[src/rtl/texture_quad_fetch.sv]
// -----------------------------------------------------------------------------
// texture_quad_fetch
//
// Front end of the bilinear texture filter. It accepts one signed Q16.16
// normalized coordinate pair (S,T) per sample and works out the 2x2 texel
// footprint under repeat or clamp-to-edge wrapping. It then reads the four
// texels one after another from a single-port texture RAM with a fixed read
// latency. Finally it presents the quad and the 16-bit sub-texel fractions
// on a valid/ready output.
//
// Ports
//   aclk, resetn                 clock, synchronous active-low reset
//   confWidthLog2/HeightLog2     log2 of texture width/height (stable unless idle)
//   confClampS/T                 1: clamp-to-edge, 0: repeat, per axis
//   s_valid/s_ready              input handshake
//   s_user                       sideband, returned unchanged on m_user
//   s_texelS/s_texelT            signed Q16.16 coordinates, 1.0 = full texture
//   m_valid/m_ready              output handshake
//   m_user                       sideband of the sample being presented
//   m_texel00/01/10/11           texels at (x0,y0),(x1,y0),(x0,y1),(x1,y1)
//   m_texelSubCoordS/T           fractional position inside the quad
//   texAddr/texRead              texture RAM request (one read per cycle)
//   texData                      RAM data, valid READ_LATENCY cycles after a read
//
// Schedule for an accepted sample (cycle c0 = acceptance):
//   c1..c4        reads of a00, a01, a10, a11
//   c(1+L)..c(4+L) matching data captured (L = READ_LATENCY)
//   c(5+L)        m_valid high, held until m_ready
// Because the RAM latency is fixed, a cycle counter is enough to decide
// which texel register each returning word belongs to. No read tags are needed.
// -----------------------------------------------------------------------------
module texture_quad_fetch #(
  parameter int USER_WIDTH   = 1,
  parameter int ADDR_WIDTH   = 16,
  parameter int READ_LATENCY = 1
) (
  input  logic                  aclk,
  input  logic                  resetn,
  input  logic [3:0]            confWidthLog2,
  input  logic [3:0]            confHeightLog2,
  input  logic                  confClampS,
  input  logic                  confClampT,
  input  logic                  s_valid,
  output logic                  s_ready,
  input  logic [USER_WIDTH-1:0] s_user,
  input  logic [31:0]           s_texelS,
  input  logic [31:0]           s_texelT,
  output logic                  m_valid,
  input  logic                  m_ready,
  output logic [USER_WIDTH-1:0] m_user,
  output logic [31:0]           m_texel00,
  output logic [31:0]           m_texel01,
  output logic [31:0]           m_texel10,
  output logic [31:0]           m_texel11,
  output logic [15:0]           m_texelSubCoordS,
  output logic [15:0]           m_texelSubCoordT,
  output logic [ADDR_WIDTH-1:0] texAddr,
  output logic                  texRead,
  input  logic [31:0]           texData
);

  typedef enum logic [1:0] {
    ST_IDLE  = 2'd0,
    ST_FETCH = 2'd1,
    ST_OUT   = 2'd2
  } state_t;

  // The counter runs from 0 in c1. The last texel word is present when it
  // equals 3 + READ_LATENCY. Its maximum value is 6, so 3 bits are enough.
  localparam logic [2:0] LAST_CAPTURE = 3'(3 + READ_LATENCY);

  state_t                  state_reg;
  logic [2:0]              fetch_cnt_reg;
  logic                    tex_read_reg;
  logic [ADDR_WIDTH-1:0]   tex_addr_reg;
  logic                    m_valid_reg;
  logic [USER_WIDTH-1:0]   m_user_reg;
  logic [15:0]             frac_s_reg;
  logic [15:0]             frac_t_reg;
  logic [ADDR_WIDTH-1:0]   quad_addr_reg  [4];
  logic [ADDR_WIDTH-1:0]   quad_addr_next [4];

  // ---------------------------------------------------------------------------
  // Per-axis coordinate mapping. gi = 0 is S (width), gi = 1 is T (height).
  // The coordinate is scaled by the texture size through a left shift. After
  // that, bits [39:16] are the signed integer texel index and bits [15:0]
  // are the fraction.
  // ---------------------------------------------------------------------------
  for (genvar gi = 0; gi < 2; gi++) begin : g_axis
    logic [31:0]        coord;
    logic [3:0]         size_log2;
    logic               clamp_en;
    logic signed [39:0] scaled;
    logic signed [23:0] int_part;
    logic signed [23:0] int_inc;
    logic [23:0]        mask;
    logic [23:0]        lo;
    logic [23:0]        hi;
    logic [15:0]        frac;

    assign coord     = (gi == 0) ? s_texelS      : s_texelT;
    assign size_log2 = (gi == 0) ? confWidthLog2 : confHeightLog2;
    assign clamp_en  = (gi == 0) ? confClampS    : confClampT;

    always_comb begin
      scaled   = $signed({{8{coord[31]}}, coord}) <<< size_log2;
      int_part = scaled[39:16];
      int_inc  = int_part + 24'sd1;
      mask     = (24'd1 << size_log2) - 24'd1;
      lo       = int_part & mask;
      hi       = int_inc & mask;
      frac     = scaled[15:0];
      if (clamp_en) begin
        if (int_part < 24'sd0) begin
          // Left of the texture: both taps on the first texel, with no blend.
          lo   = '0;
          hi   = '0;
          frac = '0;
        end else if (int_part >= $signed(mask)) begin
          // On or past the last texel: both taps on the edge texel, no blend.
          lo   = mask;
          hi   = mask;
          frac = '0;
        end else begin
          lo   = int_part;
          hi   = int_inc;
        end
      end
    end
  end

  // Row-major address. Both indices are already inside the texture, so an OR
  // is enough to combine them. The result is truncated to the RAM width.
  function automatic logic [ADDR_WIDTH-1:0] texel_addr(
    input logic [23:0] x,
    input logic [23:0] y,
    input logic [3:0]  width_log2
  );
    return (ADDR_WIDTH'(y) << width_log2) | ADDR_WIDTH'(x);
  endfunction

  assign quad_addr_next[0] = texel_addr(g_axis[0].lo, g_axis[1].lo, confWidthLog2);
  assign quad_addr_next[1] = texel_addr(g_axis[0].hi, g_axis[1].lo, confWidthLog2);
  assign quad_addr_next[2] = texel_addr(g_axis[0].lo, g_axis[1].hi, confWidthLog2);
  assign quad_addr_next[3] = texel_addr(g_axis[0].hi, g_axis[1].hi, confWidthLog2);

  // ---------------------------------------------------------------------------
  // Control FSM: IDLE -> FETCH -> OUT -> IDLE.
  // ---------------------------------------------------------------------------
  always_ff @(posedge aclk) begin
    if (!resetn) begin
      state_reg     <= ST_IDLE;
      fetch_cnt_reg <= '0;
      tex_read_reg  <= 1'b0;
      tex_addr_reg  <= '0;
      m_valid_reg   <= 1'b0;
      m_user_reg    <= '0;
      frac_s_reg    <= '0;
      frac_t_reg    <= '0;
      for (int k = 0; k < 4; k++) begin
        quad_addr_reg[k] <= '0;
      end
    end else begin
      case (state_reg)
        ST_IDLE: begin
          if (s_valid) begin
            state_reg     <= ST_FETCH;
            fetch_cnt_reg <= '0;
            // The first read goes out in the cycle right after acceptance.
            tex_read_reg  <= 1'b1;
            tex_addr_reg  <= quad_addr_next[0];
            m_user_reg    <= s_user;
            frac_s_reg    <= g_axis[0].frac;
            frac_t_reg    <= g_axis[1].frac;
            for (int k = 0; k < 4; k++) begin
              quad_addr_reg[k] <= quad_addr_next[k];
            end
          end
        end

        ST_FETCH: begin
          fetch_cnt_reg <= fetch_cnt_reg + 3'd1;
          if (fetch_cnt_reg < 3'd3) begin
            tex_addr_reg <= quad_addr_reg[fetch_cnt_reg[1:0] + 2'd1];
          end else begin
            tex_read_reg <= 1'b0;
          end
          if (fetch_cnt_reg == LAST_CAPTURE) begin
            state_reg   <= ST_OUT;
            m_valid_reg <= 1'b1;
          end
        end

        ST_OUT: begin
          if (m_ready) begin
            state_reg   <= ST_IDLE;
            m_valid_reg <= 1'b0;
          end
        end

        default: begin
          state_reg    <= ST_IDLE;
          tex_read_reg <= 1'b0;
          m_valid_reg  <= 1'b0;
        end
      endcase
    end
  end

  // ---------------------------------------------------------------------------
  // Texel capture. Word k of the quad arrives exactly READ_LATENCY cycles
  // after its read. Capture happens only while in FETCH. Any data still in
  // flight from a read that was cut off by reset therefore never lands in
  // these registers.
  // ---------------------------------------------------------------------------
  for (genvar gi = 0; gi < 4; gi++) begin : g_texel
    localparam logic [2:0] CAPTURE_AT = 3'(gi + READ_LATENCY);
    logic [31:0] texel_reg;

    always_ff @(posedge aclk) begin
      if (!resetn) begin
        texel_reg <= '0;
      end else if (state_reg == ST_FETCH && fetch_cnt_reg == CAPTURE_AT) begin
        texel_reg <= texData;
      end
    end
  end

  // s_ready looks only at reset and state; m_ready has no path to it.
  assign s_ready          = resetn && (state_reg == ST_IDLE);
  assign m_valid          = m_valid_reg;
  assign m_user           = m_user_reg;
  assign m_texel00        = g_texel[0].texel_reg;
  assign m_texel01        = g_texel[1].texel_reg;
  assign m_texel10        = g_texel[2].texel_reg;
  assign m_texel11        = g_texel[3].texel_reg;
  assign m_texelSubCoordS = frac_s_reg;
  assign m_texelSubCoordT = frac_t_reg;
  assign texAddr          = tex_addr_reg;
  assign texRead          = tex_read_reg;

endmodule

[config.mk]
export PLATFORM = sky130hd
export DESIGN_NAME = texture_quad_fetch
export DESIGN_NICKNAME = d
export VERILOG_FILES = /design/src/rtl/texture_quad_fetch.sv
export SDC_FILE = /design/constraint.sdc
export NUM_CORES = 1
export LEC_CHECK = 0
export CORE_UTILIZATION = 29
export DETAILED_ROUTE_END_ITERATION = 7
export PLACE_DENSITY = 0.59
export SLEW_MARGIN = 20
export SYNTH_ARGS = -nofsm -noshare
export SYNTH_HDL_FRONTEND = slang
export SYNTH_SLANG_ARGS = --single-unit
[constraint.sdc]
create_clock -name aclk -period 8.1 [get_ports aclk]
set_input_delay 2.025 -clock aclk [delete_from_list [all_inputs] [get_ports aclk]]
set_output_delay 2.025 -clock aclk [all_outputs]
set_load 0.01 [all_outputs]
==> results.md, run 1 <==
* Input/output buffers at 290
* Max_cap viols at 0
* RSZ-0062 raised after global routing: no
* CTS clk-pin slew, worst paths at around 0.060 ns
* Most frequent cells in the layout: nand2_1, a21oi_1, clkdlybuf4s50_1
* Root Driver: clkbuf_16
* Core box area at 0.0630 mm2
* Leading area contributor after synthesis: dfxtp_1
* Congestion Overflow GR at 0
* Fill count at about 6,500
* Skew-Pair Late Insertion Delay at between 0.5 and 0.6 ns
* Share of layout cells above drive strength 1 at 11.0%
* Worst flop-to-flop path endpoint: texAddr[6]$_SDFFE_PN0P_
* Placed Cells at 3,333
* Beginning of the critical path: s_texelT[31]
* Antenna violation net count after detailed routing at 0
* Clock Skews at roughly 0.02 ns
* CTS sink count at 248
* Final setup viols at 0
* Hold Crit Start: m_texel11[13]$_SDFFE_PN0P_
* H-tree lvl count at 1
* Reg2Reg Depth at 7
* Final setup TNS at 0 ns
* Largest net degree at the start of global routing at 77
* Post-synth ARST share at 0%
* Area delta synth->final at 26.4%
* Die area at between 0.06 and 0.07 mm2
* Post-synthesis register bit count at between 200 and 250
* Hold Crit Class: register to register
* Dominant synthesized flop cell: dfxtp_1
* Synthesized instance count at 2,269
* Distinct cell type count of the synthesized netlist at 91
* Drt initial violations at around 1,900
* Area contributors post-synth: dfxtp_1, edfxtp_1, nand2_1, mux4_2, a21oi_1
* Avg Inst Size Synth at 8.14 um2
* Final Power at between 0.003 and 0.004 W
* CTS buffer count at 27
* Rows at 92
* Initial antenna violation count at 1
* YS warnings at 0
* First-pass GRT wire length at 108,000 um
* Vias/cell at about 5.6
* Yosys top cell area share at between 10% and 20%
* # DRC at 0
* Per-cell routed wire length at 20.7 um
* Worst hold slack at around 0.45 ns
* DR vias at 18,920
* Drt pass-1 iters at 7
* EDFF count, synth at 64
* Nets at ~2,700
* Max Clk Rate at ~0.14 GHz
* Final WL at around 70,000 um
* Dpl ws at approximately 0.32 ns
* Critical Path Source Type: primary input
* Total global-route track usage at between 20% and 30%
* Worst setup EP type: register
* Arrival @ worst endpoint at 7.70 ns
* Detailed Place HPWL at about 52,000 um
* Vias in the first global route at ~18,000
* Min cycle time layout at 7.39 ns
* CP Data Required Time at around 8.4 ns
* Commonest non-fill, non-tap cell in the layout: nand2_1
* Non-Filler Instances at approximately 3,400
* Headroom to the max-slew limit at slightly above 30%
* Post-synth design cell area at between 0.015 and 0.02 mm2
* I/O pin count at between 200 and 300
* VDD IR max at approximately 120 uV
* Static leakage at 8.56 nW
* Starting Density at between 20% and 30%
* Chip Width at 254 um
* Setup Fix Bufs, Post-CTS at 0
* Worst slew pin tran at around 1.0 ns
* Hold-critical path endpoint: m_texel11[13]$_SDFFE_PN0P_
* Chip Height at 254 um
* CP Max Fanout at 6
* Final hold viol count at 0
* Slew Limit Fails at 0
* Crit Reg-Reg Startpoint: state_reg[0]$_SDFFE_PN0P_
* CTS tree: yes
* Outcome: completed
* Worst hold path depth at 2
* Clock Tree Buf Depth at 3
* Sequential area share after synthesis at 30.3%
* Critical path class: primary input to register
* Fin crit share at 91.2%
* Cts hold-fix bufs at 0
* PD cells at 165 mW/mm2
* Ant. Diodes at 0
* Placer Congestion at ~0.99
* Max reg flops at 64
* Post-CTS Resized at 0
* PnR worst setup slack at between 0.7 and 0.8 ns
* Reg2reg setup slack at about 5.7 ns
## where the power goes
part	internal [W]	switching (W)
clock	0.000740	0.000544
sequential	0.00133	0.0000247
combinational	0.000475	0.000749
## worst max-delay path by stage
stage                                                     to
after floorplan           quad_addr_reg[2][12]$_SDFFCE_PN0P_
after global placement    quad_addr_reg[1][13]$_SDFFCE_PN0P_
after detailed placement  quad_addr_reg[1][15]$_SDFFCE_PN0P_
after CTS                 quad_addr_reg[1][15]$_SDFFCE_PN0P_
after global routing      quad_addr_reg[1][15]$_SDFFCE_PN0P_
final                     quad_addr_reg[1][13]$_SDFFCE_PN0P_
## metal layers
layer  global-route usage (%)  vias to the layer above  share of wire (%)
met5                        0                        -              0.019
met4                     6.97                        2                3.4
met3                     2.93                      159                7.4
met2                     35.2                      891                 47
met1                     27.8                     9052                 43
li1                         -                     8816                  -
## cell families after synthesis
logic type | share of synthesized area (%)
fa+ha+maj | 6.03
other cells | 0.0407
simple gates | 18.1
compound gates | 23.9
flops | 30.3
buf+inv | 5.34
mux | 15.2
xor+xnor | 1.09
## stage by stage
| step | area, um2 | util (%) |
|---|---|---|
| after global routing | 23400 | 37.1 |
| after CTS | 23400 | 37.1 |
| final | 23400 | 37.1 |
| after detailed placement | 22400 | 35.6 |
| after floorplan | 18500 | - |
| after global placement | 22400 | 35.6 |
## synth_stat cells (19+ instances only)
cell,n
nor2_1,128
a22o_1,24
ha_1,89
a21oi_1,296
mux4_2,66
clkbuf_1,124
nor2b_1,19
nand3_1,32
a211oi_1,25
nor3_1,33
dfxtp_1,184
nand4_1,19
edfxtp_1,64
a31oi_1,33
o22ai_1,21
a22oi_1,25
buf_2,23
or3_1,19
o21ai_0,109
o211ai_1,32
inv_1,76
mux2i_1,100
mux2_2,28
nand2_1,433
## cell type report
class                   instances  area (um2)  area share (%)
flip-flops and latches        248        5610            24.0
inverters                      78         295            1.26
well taps                     846        1060            4.53
multi-input cells            1785       11900            51.1
repair buffers                376        3530            15.1
clock buffers                  42         862            3.69
clock inverters                 8        68.8           0.295
## worst max-delay path, stage by stage
cell	delay, ns
clkdlybuf4s50_1	0.52
mux4_2	0.50
nand2_1	0.07
o21ai_0	0.13
o21ai_0	0.63
inv_1	0.15
ha_1	0.35
nor4_1	0.51
and4bb_2	0.38
o21a_1	0.26
o21ai_1	0.11
nand2_1	0.29
mux2_2	0.42
a2111o_1	0.47
a311oi_1	0.37
nor4_1	0.10
buf_4	0.16
o31a_1	0.23
(Power assumes the default switching activity.)
==> inputs of run 2 (changes only) <==
GPL_ROUTABILITY_DRIVEN = 0   (was not set)
SLEW_MARGIN = 10   (was 20)
==> results.md, run 2 (synthesis gave the netlist of run 1 again) <==
* Outcome: completed
* Arrival @ worst endpoint at just under 8 ns
* Critical path's top delay family: compound AO/OA/AOI/OAI gates
* Reg2Reg Depth at 7
* Critical path buffers and inverters at 3
* Die area at approximately 0.065 mm2
* Static leakage at between 8 and 9 nW
* Crit Reg-Reg Startpoint: state_reg[0]$_SDFFE_PN0P_
* Worst setup EP type: register
* Per-cell routed wire length at between 20 and 25 um
* Chip Height at around 250 um
* DR vias at around 19,000
* Max stage delay on crit path at slightly above 0.8 ns
* H-tree lvl count at 1
* Clock Skews at around 0.014 ns
* PD cells at between 150 and 200 mW/mm2
* Setup crit end: quad_addr_reg[0][12]$_SDFFCE_PN0P_
* Area delta synth->final at 25.5%
* Final Power at 0.00378 W
* Beginning of the critical path: confHeightLog2[1]
* Setup Fix Bufs, Post-CTS at 0
* CP Data Required Time at around 8.4 ns
* Final WL at roughly 69,000 um
* Congestion Overflow GR at 0
* Reg2reg setup slack at 5.55 ns
* Rows at 92
* CTS tree: yes
* # DRC at 0
* Critical path depth at 18
* Worst flop-to-flop path endpoint: texAddr[12]$_SDFFE_PN0P_
* Placed Cells at around 3,300
* Initial antenna violation count at 0
* Root Driver: clkbuf_16
* Slew Limit Fails at 0
* Hold Crit Class: register to register
* VDD IR max at between 100 and 150 uV
* First-pass GRT wire length at roughly 100,000 um
* Most frequent cells in the layout: nand2_1, a21oi_1, clkdlybuf4s50_1
* Post-CTS Resized at 0
* Nets at 2,702
* Final setup viols at 0
* Starting Density at between 20% and 30%
* Antenna violation net count after detailed routing at 0
* RSZ-0062 raised after global routing: no
* Final setup TNS at 0 ns
* Commonest non-fill, non-tap cell in the layout: nand2_1
* Fin crit share at between 90 and 100%
* CTS buffer count at 28
* Min cycle time layout at between 7 and 8 ns
* Ant. Diodes at 0
* Clock Tree Buf Depth at 3
* Non-Filler Instances at 3,365
* Drt pass-1 iters at 6
* Met3 WL at between 5000 and 6000 um
* Largest net degree at the start of global routing at 106
* CP Max Fanout at 27
* Chip Width at 254 um
* I/O pin count at between 200 and 300
* Max_cap viols at 0
* Max reg flops at between 60 and 70
* Worst slew pin tran at roughly 1.1 ns
* Critical Path Source Type: primary input
* Routed wire length on met2 at roughly 32,000 um
* Vias/cell at approximately 5.7
* Headroom to the max-slew limit at 25.3%
* CP cell instances: buf_2 > mux4_2 > nand2_1 > o21ai_0 > o21ai_0 > inv_1 > ha_1 > nor4_1 > and4bb_2 > o21a_1 > o21ai_1 > nand2_1 > mux2_2 > a2111oi_0 > buf_4 > o311ai_0 > o21ai_2 > a21oi_1
* Max stage delay cell, worst path: o21ai_0
* Input/output buffers at 290
* PnR worst setup slack at 0.592 ns
* Max Clk Rate at about 0.13 GHz
* Top Metal Used: met4
* Total global-route track usage at between 20% and 30%
* Vias in the first global route at ~18,000
* Drt initial violations at around 2,100
* Detailed Place HPWL at between 50,000 and 60,000 um
* Skew-Pair Late Insertion Delay at around 0.57 ns
* Dpl ws at between 0.15 and 0.2 ns
* CTS sink count at ~250
* Final hold viol count at 0
* Critical path class: primary input to register
* CTS clk-pin slew, worst paths at ~0.06 ns
* Cts hold-fix bufs at 0
* Share of layout cells above drive strength 1 at between 10 and 15%
* Core box area at approximately 0.063 mm2
* Wl on met1 at 28,300 um
[run 2: cell types whose count changed in the layout (fill, tap and decap cells not counted), sizes merged]
cell    change
bufinv      +1
clkbuf      -4
buf        -15
[run 2: worst min path at each step]
stage / from / to / slack, ns / depth (start not counted)
5_1_grt: m_texel00[29]$_SDFFE_PN0P_ / m_texel00[29]$_SDFFE_PN0P_ / 0.47 / 2
3_5_place_dp: m_texelSubCoordT[6]$_SDFFE_PN0P_ / m_texelSubCoordT[6]$_SDFFE_PN0P_ / 0.44 / 2
3_3_place_gp: m_texel10[19]$_SDFFE_PN0P_ / m_texel10[19]$_SDFFE_PN0P_ / 0.44 / 2
2_1_floorplan: state_reg[1]$_SDFFE_PN0P_ / state_reg[1]$_SDFFE_PN0P_ / 0.46 / 2
6_report: m_texel01[19]$_SDFFE_PN0P_ / m_texel01[19]$_SDFFE_PN0P_ / 0.45 / 2
4_1_cts: m_texel00[10]$_SDFFE_PN0P_ / m_texel00[10]$_SDFFE_PN0P_ / 0.45 / 2
[run 2: worst register-to-register path: cells and delay by family, from the launching register on]
family	cells	cell delay [ns]
simple gates	3	0.97
compound gates	3	0.71
flops	1	0.51
buf+inv	1	0.22
[run 2: layout make-up]
type                    count  area [um2]
clock buffers              38         769
clock inverters             9         103
fillers                  6490       39800
inverters                  78         295
multi-input cells        1785       11900
flip-flops and latches    248        5610
well taps                 846        1060
repair buffers            361        3420
[run 2: through the flow]
| stage | area (um2) | hold slack, ns | utilization, % |
|---|---|---|---|
| 2_1_floorplan | 18500 | 0.463 | - |
| 3_3_place_gp | 22300 | 0.440 | 35.4 |
| 3_5_place_dp | 22300 | 0.442 | 35.4 |
| 4_1_cts | 23200 | 0.454 | 36.8 |
| 5_1_grt | 23200 | 0.466 | 36.8 |
| 6_report | 23200 | 0.452 | 36.8 |
[run 2: layer usage]
| metal | vias up | global-route usage [%] |
|---|---|---|
| met5 | - | 0 |
| met4 | 0 | 7.26 |
| met3 | 186 | 3.18 |
| met2 | 1067 | 33.9 |
| met1 | 9191 | 26.6 |
| li1 | 8775 | - |
[run 2: power breakdown]
group          total [W]  switching [W]  internal [W]
clock network    0.00122       0.000525      0.000697
logic            0.00121       0.000742      0.000464
registers        0.00135      0.0000265       0.00133
